[config.mk]
export PLATFORM = sky130hd
export DESIGN_NAME = ram_port_arbiter
export DESIGN_NICKNAME = d
export VERILOG_FILES = /design/src/rtl/ram_port_arbiter.sv
export SDC_FILE = /design/constraint.sdc
export NUM_CORES = 1
export LEC_CHECK = 0
export BUFFER_PORTS_ARGS = -buffer_cell sky130_fd_sc_hd__buf_4
export CAP_MARGIN = 20
export CORE_MARGIN = 2
export CORE_UTILIZATION = 45
export DETAILED_ROUTE_END_ITERATION = 8
export GPL_ROUTABILITY_DRIVEN = 0
export GPL_TIMING_DRIVEN = 0
export PLACE_DENSITY = 0.76
export SLEW_MARGIN = 0
export SYNTH_ARGS = -nofsm -noshare
export SYNTH_HDL_FRONTEND = slang
export SYNTH_SLANG_ARGS = --single-unit
[constraint.sdc]
create_clock -name clk -period 1.9 [get_ports clk]
set_clock_uncertainty 0.05 [all_clocks]
set_input_delay 0.38 -clock clk [delete_from_list [all_inputs] [get_ports clk]]
set_output_delay 0.38 -clock clk [all_outputs]
set_load 0.01 [all_outputs]
[src/rtl/ram_port_arbiter.sv]
// Two-port round-robin front end for a single-port RAM: one command per cycle,
// read data routed back to its requester after RD_LAT cycles via a tag pipeline.
module ram_port_arbiter #(
  parameter int ADDR_W = 6,
  parameter int DATA_W = 8,
  parameter int RD_LAT = 1,
  parameter int CNT_W  = 16
) (
  input  logic              clk,
  input  logic              reset_n,
  input  logic              r0_req,
  input  logic              r0_we,
  input  logic [ADDR_W-1:0] r0_addr,
  input  logic [DATA_W-1:0] r0_wdata,
  output logic              r0_gnt,
  output logic              r0_rvalid,
  output logic [DATA_W-1:0] r0_rdata,
  input  logic              r1_req,
  input  logic              r1_we,
  input  logic [ADDR_W-1:0] r1_addr,
  input  logic [DATA_W-1:0] r1_wdata,
  output logic              r1_gnt,
  output logic              r1_rvalid,
  output logic [DATA_W-1:0] r1_rdata,
  output logic [ADDR_W-1:0] ram_addr,
  output logic              ram_we,
  output logic [DATA_W-1:0] ram_data,
  input  logic [DATA_W-1:0] ram_q,
  output logic              busy,
  output logic [CNT_W-1:0]  gnt_cnt0,
  output logic [CNT_W-1:0]  gnt_cnt1
);

  function automatic logic [CNT_W-1:0] sat_inc(input logic [CNT_W-1:0] v);
    return (&v) ? v : v + {{(CNT_W-1){1'b0}}, 1'b1};
  endfunction

  logic              last_grant;
  logic              elig0, elig1;
  logic              pick0, pick1;
  logic [RD_LAT-1:0] tag_vld_p;
  logic [RD_LAT-1:0] tag_port_p;
  logic [DATA_W-1:0] hold0, hold1;

  // A port is masked during its own grant cycle so a held req is not granted twice.
  always_comb begin
    elig0 = r0_req & ~r0_gnt;
    elig1 = r1_req & ~r1_gnt;
    pick0 = elig0 & (~elig1 | last_grant);
    pick1 = elig1 & (~elig0 | ~last_grant);
  end

  // Stage p0: arbitration result registered onto the RAM pins
  always_ff @(posedge clk) begin
    if (!reset_n) begin
      r0_gnt     <= 1'b0;
      r1_gnt     <= 1'b0;
      ram_we     <= 1'b0;
      ram_addr   <= '0;
      ram_data   <= '0;
      last_grant <= 1'b1;
      gnt_cnt0   <= '0;
      gnt_cnt1   <= '0;
    end else begin
      r0_gnt <= pick0;
      r1_gnt <= pick1;
      ram_we <= (pick0 & r0_we) | (pick1 & r1_we);
      if (pick0) begin
        ram_addr   <= r0_addr;
        ram_data   <= r0_wdata;
        last_grant <= 1'b0;
        gnt_cnt0   <= sat_inc(gnt_cnt0);
      end else if (pick1) begin
        ram_addr   <= r1_addr;
        ram_data   <= r1_wdata;
        last_grant <= 1'b1;
        gnt_cnt1   <= sat_inc(gnt_cnt1);
      end
    end
  end

  // Stage p1..pRD_LAT: read tags ride alongside the RAM's own read latency
  always_ff @(posedge clk) begin
    if (!reset_n) begin
      tag_vld_p <= '0;
    end else begin
      tag_vld_p[0] <= (r0_gnt | r1_gnt) & ~ram_we;
      for (int i = 1; i < RD_LAT; i++) begin
        tag_vld_p[i] <= tag_vld_p[i-1];
      end
    end
  end

  always_ff @(posedge clk) begin
    tag_port_p[0] <= r1_gnt;
    for (int i = 1; i < RD_LAT; i++) begin
      tag_port_p[i] <= tag_port_p[i-1];
    end
  end

  assign r0_rvalid = tag_vld_p[RD_LAT-1] & ~tag_port_p[RD_LAT-1];
  assign r1_rvalid = tag_vld_p[RD_LAT-1] &  tag_port_p[RD_LAT-1];
  assign busy      = |tag_vld_p;

  // q is passed straight through on the return cycle; the holding register keeps it afterwards.
  always_ff @(posedge clk) begin
    if (!reset_n) begin
      hold0 <= '0;
      hold1 <= '0;
    end else begin
      if (r0_rvalid) hold0 <= ram_q;
      if (r1_rvalid) hold1 <= ram_q;
    end
  end

  assign r0_rdata = r0_rvalid ? ram_q : hold0;
  assign r1_rdata = r1_rvalid ? ram_q : hold1;

endmodule

Word-level counts from Yosys, hierarchy flattened
Index checks and enable logic that the tools add are counted.
- ROM bits: 0
- RAM bits: 0
- memories kept: 0
- logic and storage cells: 50
- input bits: 42
- bits in latches: 0
- register bits: 68
- reduce and logical (&&, ||, !) cells: 5
- order comparisons: 0
- shift operators: 0
- bitwise logic cells: 23
- muxes and demuxes: 8
- add/sub/neg operators: 2
- eq/ne operators: 0
- divide/modulo/power cells: 0
- $mul: 0
- operator list (operator ; count):
    $add 16x1->16 const B ; 2
    $mux 8 ; 4
    $reduce_and 16->1 ; 2
    $mux 6 ; 2
    $not 1->1 ; 10
    $and 1x1->1 ; 9
    $or 1x1->1 ; 4
    $reduce_and 3->1 ; 1
    $mux 1 ; 2
    $reduce_and 2->1 ; 1
    $reduce_bool 2->1 ; 1

Logic depth before layout (Yosys ltp)
Gate-level depths: netlist of the first run.
- depth in word-level cells: 7
- gate-level depth with buffers: 7

Worst setup path after synthesis of the first run
OpenSTA, ideal clock, no wires.
- kind: reg-to-reg
- start: register gnt_cnt0[4]
- end: register gnt_cnt0[15]
- library setup time: 70 ps
- arrival time: 1858 ps
- stages on the path, launching flop included: 6
- path slack: -78 ps
- buffers on the path: 1
- required time: 1780 ps
- path through: dfxtp_1 -> nand4_2 -> or4_1 -> buf_2 -> or4_1 -> a21oi_1
- longest elaborated chain between the ends: 3
- elaborated cells on any way between the ends: 4
- RTL lines (item ; line ; text):
    from (decl) ; 30 ; output logic [CNT_W-1:0] gnt_cnt0,
    from (signal assigned) ; 72 ; gnt_cnt0 <= sat_inc(gnt_cnt0);
    parallel branches: the longest is 3 deep, another holds $add 16x1->16 ; - ;
Parallel ways; which one is timed is not known.
A chain may end at the register's enable or synchronous reset.

Final worst setup path of the first run
Same ends and word-level chain as after synthesis.

==> implementation parameters, run 1 <==
Parameter                              Value

Status
  Status ... finished clean

Place
  Port Buffers ... 109
  Placed wire-length estimate after detailed placement ... 6050 µm

Synthesis
  Count of warnings emitted by yosys ... 0
  Number of flops mapped to enable cells by yosys ... 0
  Number of unique standard cell types used by synthesis ... between 40 and 50
  Synthesized flop and latch total ... 68
  Post-synth top area share ... 43.9%
  Share of synthesized flip-flops with an asynchronous set or reset ... 0%
  Sequential area share after synthesis ... between 40% and 50%
  Biggest area consumer among synthesized cells ... dfxtp_1
  Post-Synthesis Cell Area ... just over 0.003 mm²
  Predominant post-synthesis flop cell ... dfxtp_1
  Biggest area contributors in the synthesized netlist ... dfxtp_1, mux2_2, nand2_1
  Post-synthesis cell count ... roughly 350
  Total nets after synthesis ... a little under 400
  Avg Synthesized Cell Area ... 8.79 µm²

Drt
  Number of iterations in the first detailed-routing pass ... 4
  Total wire length after detailed routing ... approximately 8700 µm
  DR DRC count ... 0
  Post-detailed-route count of antenna-violating nets ... 0
  Vias after detailed routing ... 3149
  Iter 0 DRT Violations ... 131
  Detail-routed net length per standard cell ... 15.4 µm
  Per-cell via count in the routed design ... 5.58

STA
  Period Utilization, post-route ... 98.1%
  Worst slew slack as a fraction of its limit ... around three fifths
  Slew at the pin closest to its max-slew limit ... around 630 ps
  Hold WS ... 209 ps
  Max-slew violation count ... 0
  Number of hold violations in the final report ... 0
  Setup violation total in the final timing report ... 0
  Max Clk Rate ... 536 MHz
  Min cycle time layout ... 1860 ps

Worst setup path
  Category of the worst setup path launch point ... flip-flop
  Top cell by count, worst path ... or4_4
  Top Family by Delay on Critical Path ... simple AND/OR/NAND/NOR gates
  Cell breakdown of the critical path ... nand4_4, or4_4, or4_4, a21oi_2
  Worst-path fanout max ... 6
  CP Data Required Time ... around 2100 ps
  Critical-path top delay cell ... or4_4
  Critical Path End Type ... flip-flop
  Arrival time worst endpoint ... 2090 ps
  Start-to-end type of the worst setup path ... flip-flop to flip-flop
  Longest individual stage delay on the worst path ... a little under 600 ps
  Count of buffer and inverter cells on the critical path ... 0
  R2R setup slack ... 40 ps

Final layout
  Fillers ... ~570
  Area growth from synthesis to layout ... 43.6%
  Total inserted antenna cells ... 0
  Final core occ ... 66.3%
  Share of cells above drive strength 1 ... 40.3%
  Nets@finish ... around 520

Pwr
  Leakage power summed over all cells ... 1.91 nW
  Peak ir drop on the vdd network ... 0.000345 V
  Pwr/cell area ... 722 mW/mm²

Global route
  Initial antenna violation count ... 0
  Vias in the first global route ... 2987
  Total global routing track utilization ... 23.0%
  Residual overflow from global routing ... 0
  Maximum number of pins on one net before global-route repair ... 12
  First-pass GRT wire length ... 13800 µm

Floorplan
  DIE HEIGHT ... 87.0 µm
  Number of I/O pins ... 110
  Floorplan die area ... about 0.0076 mm²
  Core Region ... 0.00672 mm²
  Effective utilization at floorplan ... 46.2%
  Row count ... 30
  Die width ... 87.0 µm

CTS
  Number of buffers between clock root and the deepest sink ... 2
  CTS clk-pin slew, worst paths ... around 70 ps
  CTS tree ... yes
  H-tree depth ... 3
  Hold Buf Count CTS ... 0
  Clk sink count ... 68
  CTS root buf ... clkbuf_8
  Clock Latency Late Sink ... 340 ps
  Number of clock buffers inserted by TritonCTS ... 9

Run
  Number of violations of the max-capacitance limit ... 0

Worst hold path
  Type of the worst min-delay path ... input port to flip-flop
[repair_timing]
item	4_1_cts	5_1_grt
endpoints found under the setup margin	49	44
gates cloned	0	1
resized for setup	33	34
buffers inserted	4	5
pin swaps	1	7
[stage by stage]
step | cells | setup WS (ps) | total power [mW] | cell area (µm²) | TNS, ps
2_1_floorplan | 353 | -38.0 | 1.74 | 3110 | -38.0
3_3_place_gp | 542 | -472 | 1.95 | 4030 | -8930
3_5_place_dp | 542 | -472 | 1.96 | 4030 | -9420
4_1_cts | 559 | -30.6 | 3.22 | 4350 | -30.6
5_1_grt | 564 | -17.3 | 3.35 | 4460 | -17.3
6_report | 564 | 35.6 | 3.22 | 4460 | 0
[Yosys cell counts, types with 5 or more instances]
| library cell | count |
|---|---|
| clkbuf_1 | 18 |
| and2_1 | 18 |
| nor2_1 | 19 |
| nand2b_1 | 8 |
| a311oi_1 | 15 |
| or3_1 | 9 |
| nand2_1 | 45 |
| and3_1 | 6 |
| nor3_1 | 5 |
| inv_1 | 8 |
| o31ai_1 | 11 |
| nand3_1 | 14 |
| or4_1 | 10 |
| dfxtp_1 | 68 |
| mux2i_1 | 5 |
| a21oi_1 | 21 |
| o21ai_0 | 10 |
| and4_1 | 10 |
| nand4_1 | 7 |
| mux2_2 | 16 |
[path summary, 6_finish.rpt]
path | from | to | cells after the start
hold reg to reg | r1_gnt$_SDFF_PN0_ | tag_port_p$_DFF_P_ | 0
hold / removal | r1_we | ram_we$_SDFF_PN0_ | 2
setup reg to reg | gnt_cnt0[4]$_SDFFE_PN0P_ | gnt_cnt0[15]$_SDFFE_PN0P_ | 4
setup / recovery | gnt_cnt0[4]$_SDFFE_PN0P_ | gnt_cnt0[15]$_SDFFE_PN0P_ | 4
[per-layer routing]
metal	GRT usage (%)	share of wire (%)	vias to the layer above	wire length, µm
met3	6.73	5.0	13	429
li1	-	-	1566	-
met5	0	0	-	0
met1	29.3	45	1487	3940
met2	37.3	47	83	4110
met4	7.95	2.2	0	192
[power breakdown]
part | internal (mW) | switching (mW)
clock | 0.728 | 0.552
sequential | 1.47 | 0.0423
combinational | 0.212 | 0.209
total | 2.41 | 0.804
[cells by family after synthesis]
kind of cell	share of synthesized area, %
buf+inv	3.31
compound gates	15.0
flops	43.9
mux	7.42
fa+ha+maj	0.807
simple gates	29.5
[sequential cells by signal, summed over array words and instances, names as in the netlist]
| signal | flops |
|---|---|
| hold1 | 8 |
| gnt_cnt1 | 16 |
| last_grant | 1 |
| ram_we | 1 |
| tag_port_p | 1 |
| r1_gnt | 1 |
| gnt_cnt0 | 16 |
| ram_addr | 6 |
| hold0 | 8 |
| ram_data | 8 |
| busy | 1 |
| r0_gnt | 1 |
[area by class of cell]
class / instances / area, µm² / area share (%)
Multi-Input combinational cell: 259 / 1750 / 39.4
Timing Repair Buffer: 118 / 886 / 19.9
Sequential cell: 68 / 1400 / 31.5
Tap cell: 80 / 100 / 2.25
Clock buffer: 10 / 128 / 2.86
Buffer: 16 / 78.8 / 1.77
Clock inverter: 5 / 77.6 / 1.74
Inverter: 8 / 30.0 / 0.674
[placed cells by master (no fill, tap or decap), types with 9 or more instances in the layout]
master,n
buf_4,118
dfxtp_1,52
nand2_1,43
a21oi_1,19
and2_1,18
nor2_1,18
mux2_2,16
a311oi_1,15
nand3_1,13
o31ai_1,10
o21ai_0,10
or3_1,9
clkbuf_8,9
(Power assumes the default switching activity.)
==> inputs of run 2 (changes only) <==
RECOVER_POWER = 25   (was not set)
SLEW_MARGIN = 20   (was 0)
==> run 2 against run 1 <==
  * Non-clock buffer count unchanged
  * Worst setup slack improved by 1.3 ps
  * First-iteration DRC count decreased by 8.4%
  * Power decreased by 0.69%
  * Critical path depth unchanged
  * Sequential share of layout area increased by 0.43 points
  * Core utilization decreased by 0.89 points
  * Combinational power decreased by 5.9%
  * Clock power about the same
  * Flip-flop and latch count unchanged
==> implementation parameters, run 2 (synthesized netlist as in run 1, its figures left out) <==
Parameter                              Value

Worst setup path
  Terminus of the critical flop-to-flop path ... gnt_cnt0[15]$_SDFFE_PN0P_
  Longest individual stage delay on the worst path ... between 500 and 600 ps
  Worst setup path startpoint ... gnt_cnt0[4]$_SDFFE_PN0P_
  Arrival time worst endpoint ... 2090 ps
  R2R setup slack ... between 30 and 40 ps
  CP Data Required Time ... 2130 ps
  Reg-to-reg startpoint ... gnt_cnt0[4]$_SDFFE_PN0P_
  Category of the worst setup path launch point ... flip-flop
  Top Family by Delay on Critical Path ... simple AND/OR/NAND/NOR gates
  Count of buffer and inverter cells on the critical path ... 0
  Critical Path End Type ... flip-flop
  Count of cells along the worst register-to-register path ... 4
  Worst-path fanout max ... 6
  Start-to-end type of the worst setup path ... flip-flop to flip-flop
  Cell breakdown of the critical path ... nand4_4, or4_4, or4_4, a21oi_2
  Critical-path top delay cell ... or4_4
  Top cell by count, worst path ... or4_4

Worst hold path
  Worst Hold Path Cells ... 2
  Endpoint with the worst hold slack ... ram_we$_SDFF_PN0_
  Hold path startpoint ... r1_we
  Type of the worst min-delay path ... input port to flip-flop

STA
  Post-Route Setup TNS ... 0 ps
  Min setup slack post-route ... 36.9 ps
  Max Clk Rate ... 537 MHz
  Worst slew slack as a fraction of its limit ... 57.9%
  Slew at the pin closest to its max-slew limit ... 631 ps
  Min cycle time layout ... 1860 ps
  Max-slew violation count ... 0
  Period Utilization, post-route ... between 90 and 100%
  Number of hold violations in the final report ... 0
  Setup violation total in the final timing report ... 0

CTS
  Number of clock buffers inserted by TritonCTS ... 9
  Hold Buf Count CTS ... 0
  H-tree depth ... 3
  Number of buffers between clock root and the deepest sink ... 2
  CTS tree ... yes
  Clk sink count ... 68
  Clock Latency Late Sink ... 340 ps
  CTS root buf ... clkbuf_8
  CTS clk-pin slew, worst paths ... 80 ps

Place
  Placed wire-length estimate after detailed placement ... 6050 µm
  Port Buffers ... approximately 110
  Worst slack at placement ... -472 ps

Final layout
  Fillers ... roughly 580
  Total inserted antenna cells ... 0
  Top library cells by usage in the layout, fill and taps aside ... buf_4, dfxtp_1, nand2_1
  Nets@finish ... approximately 520
  Area growth from synthesis to layout ... 41.7%
  Top Registers ... gnt_cnt0 (16), gnt_cnt1 (16)
  Share of cells above drive strength 1 ... 37.0%
  Final core occ ... 65.4%
  Most common library cell in the layout ignoring fill and taps ... buf_4

Drt
  Number of iterations in the first detailed-routing pass ... 4
  Iter 0 DRT Violations ... 120
  Detail-routed net length per standard cell ... 15.4 µm
  Per-cell via count in the routed design ... 5.60
  Post-detailed-route count of antenna-violating nets ... 0
  DR DRC count ... 0
  Vias after detailed routing ... 3159
  Total wire length after detailed routing ... 8680 µm

Run
  Number of violations of the max-capacitance limit ... 0

Floorplan
  Effective utilization at floorplan ... 46.2%
  Row count ... 30
  Number of I/O pins ... 110
  Floorplan die area ... 0.00757 mm²
  DIE HEIGHT ... 87.0 µm
  Core Region ... 0.00672 mm²
  Die width ... 87.0 µm

Pwr
  Peak ir drop on the vdd network ... 0.000338 V
  Total chip power ... about 3.2 mW
  Pwr/cell area ... 727 mW/mm²
  Leakage power summed over all cells ... 1.84 nW

Global route
  First-pass GRT wire length ... around 14000 µm
  Initial antenna violation count ... 0
  Vias in the first global route ... 2987
  Maximum number of pins on one net before global-route repair ... 12
  Residual overflow from global routing ... 0
  Total global routing track utilization ... 23.0%

Status
  Status ... finished clean
==> run 2: per-layer routing <==
layer	routed length, µm	global-route usage, %	vias up
met2	4120	37.3	92
met3	444	6.73	11
met4	154	7.95	0
met1	3960	29.3	1487
met5	0	0	-
li1	-	-	1569
==> run 2: metrics by stage <==
step	std cells	hold WS, ps	cell area [µm²]
final	564	207	4400
after global placement	542	361	4030
after detailed placement	542	373	4030
after global routing	564	196	4400
after CTS	559	208	4350
after floorplan	353	375	3110
==> run 2: worst max-delay path by stage <==
| stage | cells past startpoint | endpoint | slack [ps] |
|---|---|---|---|
| 6_report | 4 | gnt_cnt0[15]$_SDFFE_PN0P_ | 40 |
| 2_1_floorplan | 5 | gnt_cnt0[15]$_SDFFE_PN0P_ | -40 |
| 3_3_place_gp | 7 | ram_data[3]$_SDFFE_PN0P_ | -470 |
| 4_1_cts | 5 | gnt_cnt0[15]$_SDFFE_PN0P_ | -30 |
| 3_5_place_dp | 7 | ram_data[1]$_SDFFE_PN0P_ | -470 |
| 5_1_grt | 5 | gnt_cnt0[15]$_SDFFE_PN0P_ | -20 |
==> run 2: where the power goes <==
part           total [mW]  switching (mW)  internal (mW)
Clock                1.28           0.555          0.728
Sequential           1.51          0.0418           1.47
Combinational       0.397           0.210          0.187
Total                3.20           0.807           2.39
==> run 2: cell type report <==
type	count	area (µm²)	share of cell area [%]
clock inverters	5	77.6	1.76
flip-flops and latches	68	1400	31.9
repair buffers	118	826	18.8
inverters	8	30.0	0.683
well taps	80	100	2.28
plain buffers	16	78.8	1.79
clock buffers	10	128	2.90
multi-input cells	259	1750	39.9
==> run 2: what timing repair did <==
| item | CTS | global route |
|---|---|---|
| gates cloned | 0 | 1 |
| resized for setup | 33 | 34 |
| buffers inserted | 4 | 5 |
| pin swaps | 1 | 7 |
| setup endpoints to repair | 49 | 44 |
==> inputs of run 3 (changes only) <==
ABC_AREA = 1   (was not set)
CORE_UTILIZATION = 46   (was 45)
==> run 3 against run 2 <==
  * Core utilization shrank 0.52 points
  * Sequential share of layout area shrank 2.8 points
  * Synthesized cell count grew 42%
  * First-iteration DRC count grew 2.5%
  * Critical path depth grew 2
  * Hold slack gained 10 ps
  * Critical path type is now flip-flop to primary output
  * Power grew 8.4%
  * Largest power group unchanged
==> implementation parameters, run 3 <==
Parameter                              Value

Synthesis
  Share of synthesized flip-flops with an asynchronous set or reset ... 0%
  Most numerous cell types in the synthesized netlist ... nand2_1, nor2_1, dfxtp_1
  Top-count cell post-synth ... nand2_1
  Predominant post-synthesis flop cell ... dfxtp_1
  Number of flops mapped to enable cells by yosys ... 0
  Biggest area consumer among synthesized cells ... dfxtp_1
  Sequential area share after synthesis ... around two fifths
  Avg Synthesized Cell Area ... 6.92 µm²
  Synthesized flop and latch total ... 68
  Post-Synthesis Cell Area ... 0.00346 mm²
  Number of unique standard cell types used by synthesis ... 33
  Post-synthesis cell count ... 500
  Biggest area contributors in the synthesized netlist ... dfxtp_1, nand2_1, nor2_1
  Post-synth top area share ... 39.3%
  Count of warnings emitted by yosys ... 0
  Total nets after synthesis ... 544

Floorplan
  Row count ... 31
  Floorplan die area ... 0.00823 mm²
  Die width ... 90.7 µm
  Core Region ... 0.00725 mm²
  Effective utilization at floorplan ... a little under half
  DIE HEIGHT ... 90.7 µm
  Number of I/O pins ... 110

Final layout
  Nets@finish ... 669
  Total inserted antenna cells ... 0
  Total area of sequential cells ... 0.00137 mm²
  Post-route standard cell area excluding fillers ... 0.00471 mm²
  Area of the multi-input gates ... roughly 0.0019 mm²
  Top Registers ... gnt_cnt0 (16), gnt_cnt1 (16)
  Area growth from synthesis to layout ... 36.1%
  Share of cells above drive strength 1 ... 32.1%
  Fillers ... 670
  Top library cells by usage in the layout, fill and taps aside ... nand2_1, buf_4, nor2_1
  Count of placed standard cells in the final layout, fillers left out ... 729
  Most common library cell in the layout ignoring fill and taps ... nand2_1

Drt
  Detail-routed net length per standard cell ... 12.5 µm
  Post-detailed-route count of antenna-violating nets ... 0
  Per-cell via count in the routed design ... 4.89
  DR DRC count ... 0
  Vias after detailed routing ... 3563
  Iter 0 DRT Violations ... ~120
  Number of iterations in the first detailed-routing pass ... 4
  Total wire length after detailed routing ... 9100 µm

Worst setup path
  Longest individual stage delay on the worst path ... 380 ps
  Top cell by count, worst path ... inv_4
  Category of the worst setup path launch point ... flip-flop
  CP Data Required Time ... 1470 ps
  Cell breakdown of the critical path ... inv_4, nor2_4, inv_4, o21ai_2, inv_1, buf_4
  Start-to-end type of the worst setup path ... flip-flop to primary output
  Critical Path End Type ... primary output
  Critical-path top delay cell ... dfxtp_4
  Arrival time worst endpoint ... 1430 ps
  Worst-path fanout max ... 8

STA
  Hold WS ... ~220 ps
  Setup repair after global routing missed its margin ... yes
  Max-slew violation count ... 0
  Setup violation total in the final timing report ... 0
  Min cycle time layout ... roughly 1900 ps
  Max Clk Rate ... 539 MHz
  Period Utilization, post-route ... 97.7%
  Number of hold violations in the final report ... 0
  Worst slew slack as a fraction of its limit ... 58.8%
  Slew at the pin closest to its max-slew limit ... 617 ps
  Post-Route Setup TNS ... 0 ps

CTS
  Clock Latency Late Sink ... 340 ps
  Number of clock buffers inserted by TritonCTS ... 9
  Number of buffers between clock root and the deepest sink ... 2
  CTS root buf ... clkbuf_8
  H-tree depth ... 3
  CTS clk-pin slew, worst paths ... 80 ps
  CTS tree ... yes
  Clk sink count ... 68

Place
  Post-Place Cell Area ... between 0.004 and 0.005 mm²
  Placed wire-length estimate after detailed placement ... 6720 µm
  Port Buffers ... 108
  Cells after DPL ... 707

Run
  Number of violations of the max-capacitance limit ... 0

Global route
  First-pass GRT wire length ... 15200 µm
  Maximum number of pins on one net before global-route repair ... 14
  Vias in the first global route ... 3319
  Initial antenna violation count ... 0
  Residual overflow from global routing ... 0
  Total global routing track utilization ... between 20 and 25%

Pwr
  Peak ir drop on the vdd network ... 0.000372 V
  Pwr/cell area ... 736 mW/mm²
  Leakage power summed over all cells ... 2.22 nW

Status
  Status ... finished clean

Worst hold path
  Type of the worst min-delay path ... input port to flip-flop
-- run 3: cell types whose count changed after synthesis, moves of 15 or more --
cell | previous run | this run
and2_1 | 18 | 0
nor2_1 | 19 | 76
inv_1 | 8 | 52
mux2_2 | 16 | 0
a311oi_1 | 15 | 0
nand2_1 | 45 | 125
or2_2 | 1 | 16
nand3_1 | 14 | 37
-- run 3: metrics by stage --
| step | setup WS, ps | util (%) | power [mW] |
|---|---|---|---|
| 2_1_floorplan | 224 | - | 1.87 |
| 3_3_place_gp | -83.2 | 60.6 | 2.13 |
| 3_5_place_dp | -122 | 60.6 | 2.14 |
| 4_1_cts | -10.1 | 64.4 | 3.48 |
| 5_1_grt | -70.1 | 64.9 | 3.63 |
| 6_report | 43.5 | 64.9 | 3.46 |
-- run 3: cells by family (layout without fill, tap and decap cells) --
kind of cell,count (synthesis),after routing,synth area share [%]
adder cells (fa/ha/maj),2,2,0.723
buffers and inverters,70,200,8.57
AND/OR/NAND/NOR,291,291,38.2
flip-flops,68,68,39.3
AO/OA/AOI/OAI,61,61,11.2
XOR/XNOR,8,8,2.03
-- run 3: worst paths after layout --
path | cells after the start | endpoint | slack [ps] | startpoint
worst max register to register | 9 | gnt_cnt1[12]$_SDFFE_PN0P_ | 170 | gnt_cnt1[1]$_SDFFE_PN0P_
worst min register to register | 0 | tag_port_p$_DFF_P_ | 360 | r1_gnt$_SDFF_PN0_
worst min-delay path | 2 | ram_we$_SDFF_PN0_ | 220 | r0_we
worst max-delay path | 6 | r0_rdata[5] | 40 | busy$_SDFF_PN0_
-- run 3: what timing repair did --
item | 4_1_cts | 5_1_grt
endpoints found under the hold margin | 0 | 0
resized for setup | 21 | 28
pin swaps | 2 | 1
endpoints found under the setup margin | 16 | 26
setup buffers | 3 | 3
hold buffers | 0 | 0
-- run 3: per-layer routing --
metal,routed length (µm),up-vias,track usage (%)
met5,0,-,0
met4,127,0,8.46
met2,4540,91,38.6
met1,4020,1621,27.7
met3,405,12,3.92
li1,-,1839,-
-- run 3: critical path: cells and delay by family, from the launching register on --
kind / cells / cell delay, ps
flops: 1 / 380
simple gates: 1 / 190
compound gates: 1 / 160
buf+inv: 4 / 360
-- run 3: where the power goes --
group / total (mW) / internal (mW) / switching, mW
Clock: 1.33 / 0.745 / 0.588
Sequential: 1.54 / 1.50 / 0.0464
Combinational: 0.589 / 0.268 / 0.321
-- run 3: final cells by class --
cell class	instances	area share (%)
tap	99	2.63
multi-input combinational	362	40.0
buffer	13	1.70
clock inverter	7	2.13
sequential	68	29.1
timing repair buffer	114	17.2
inverter	57	4.68
clock buffer	9	2.63
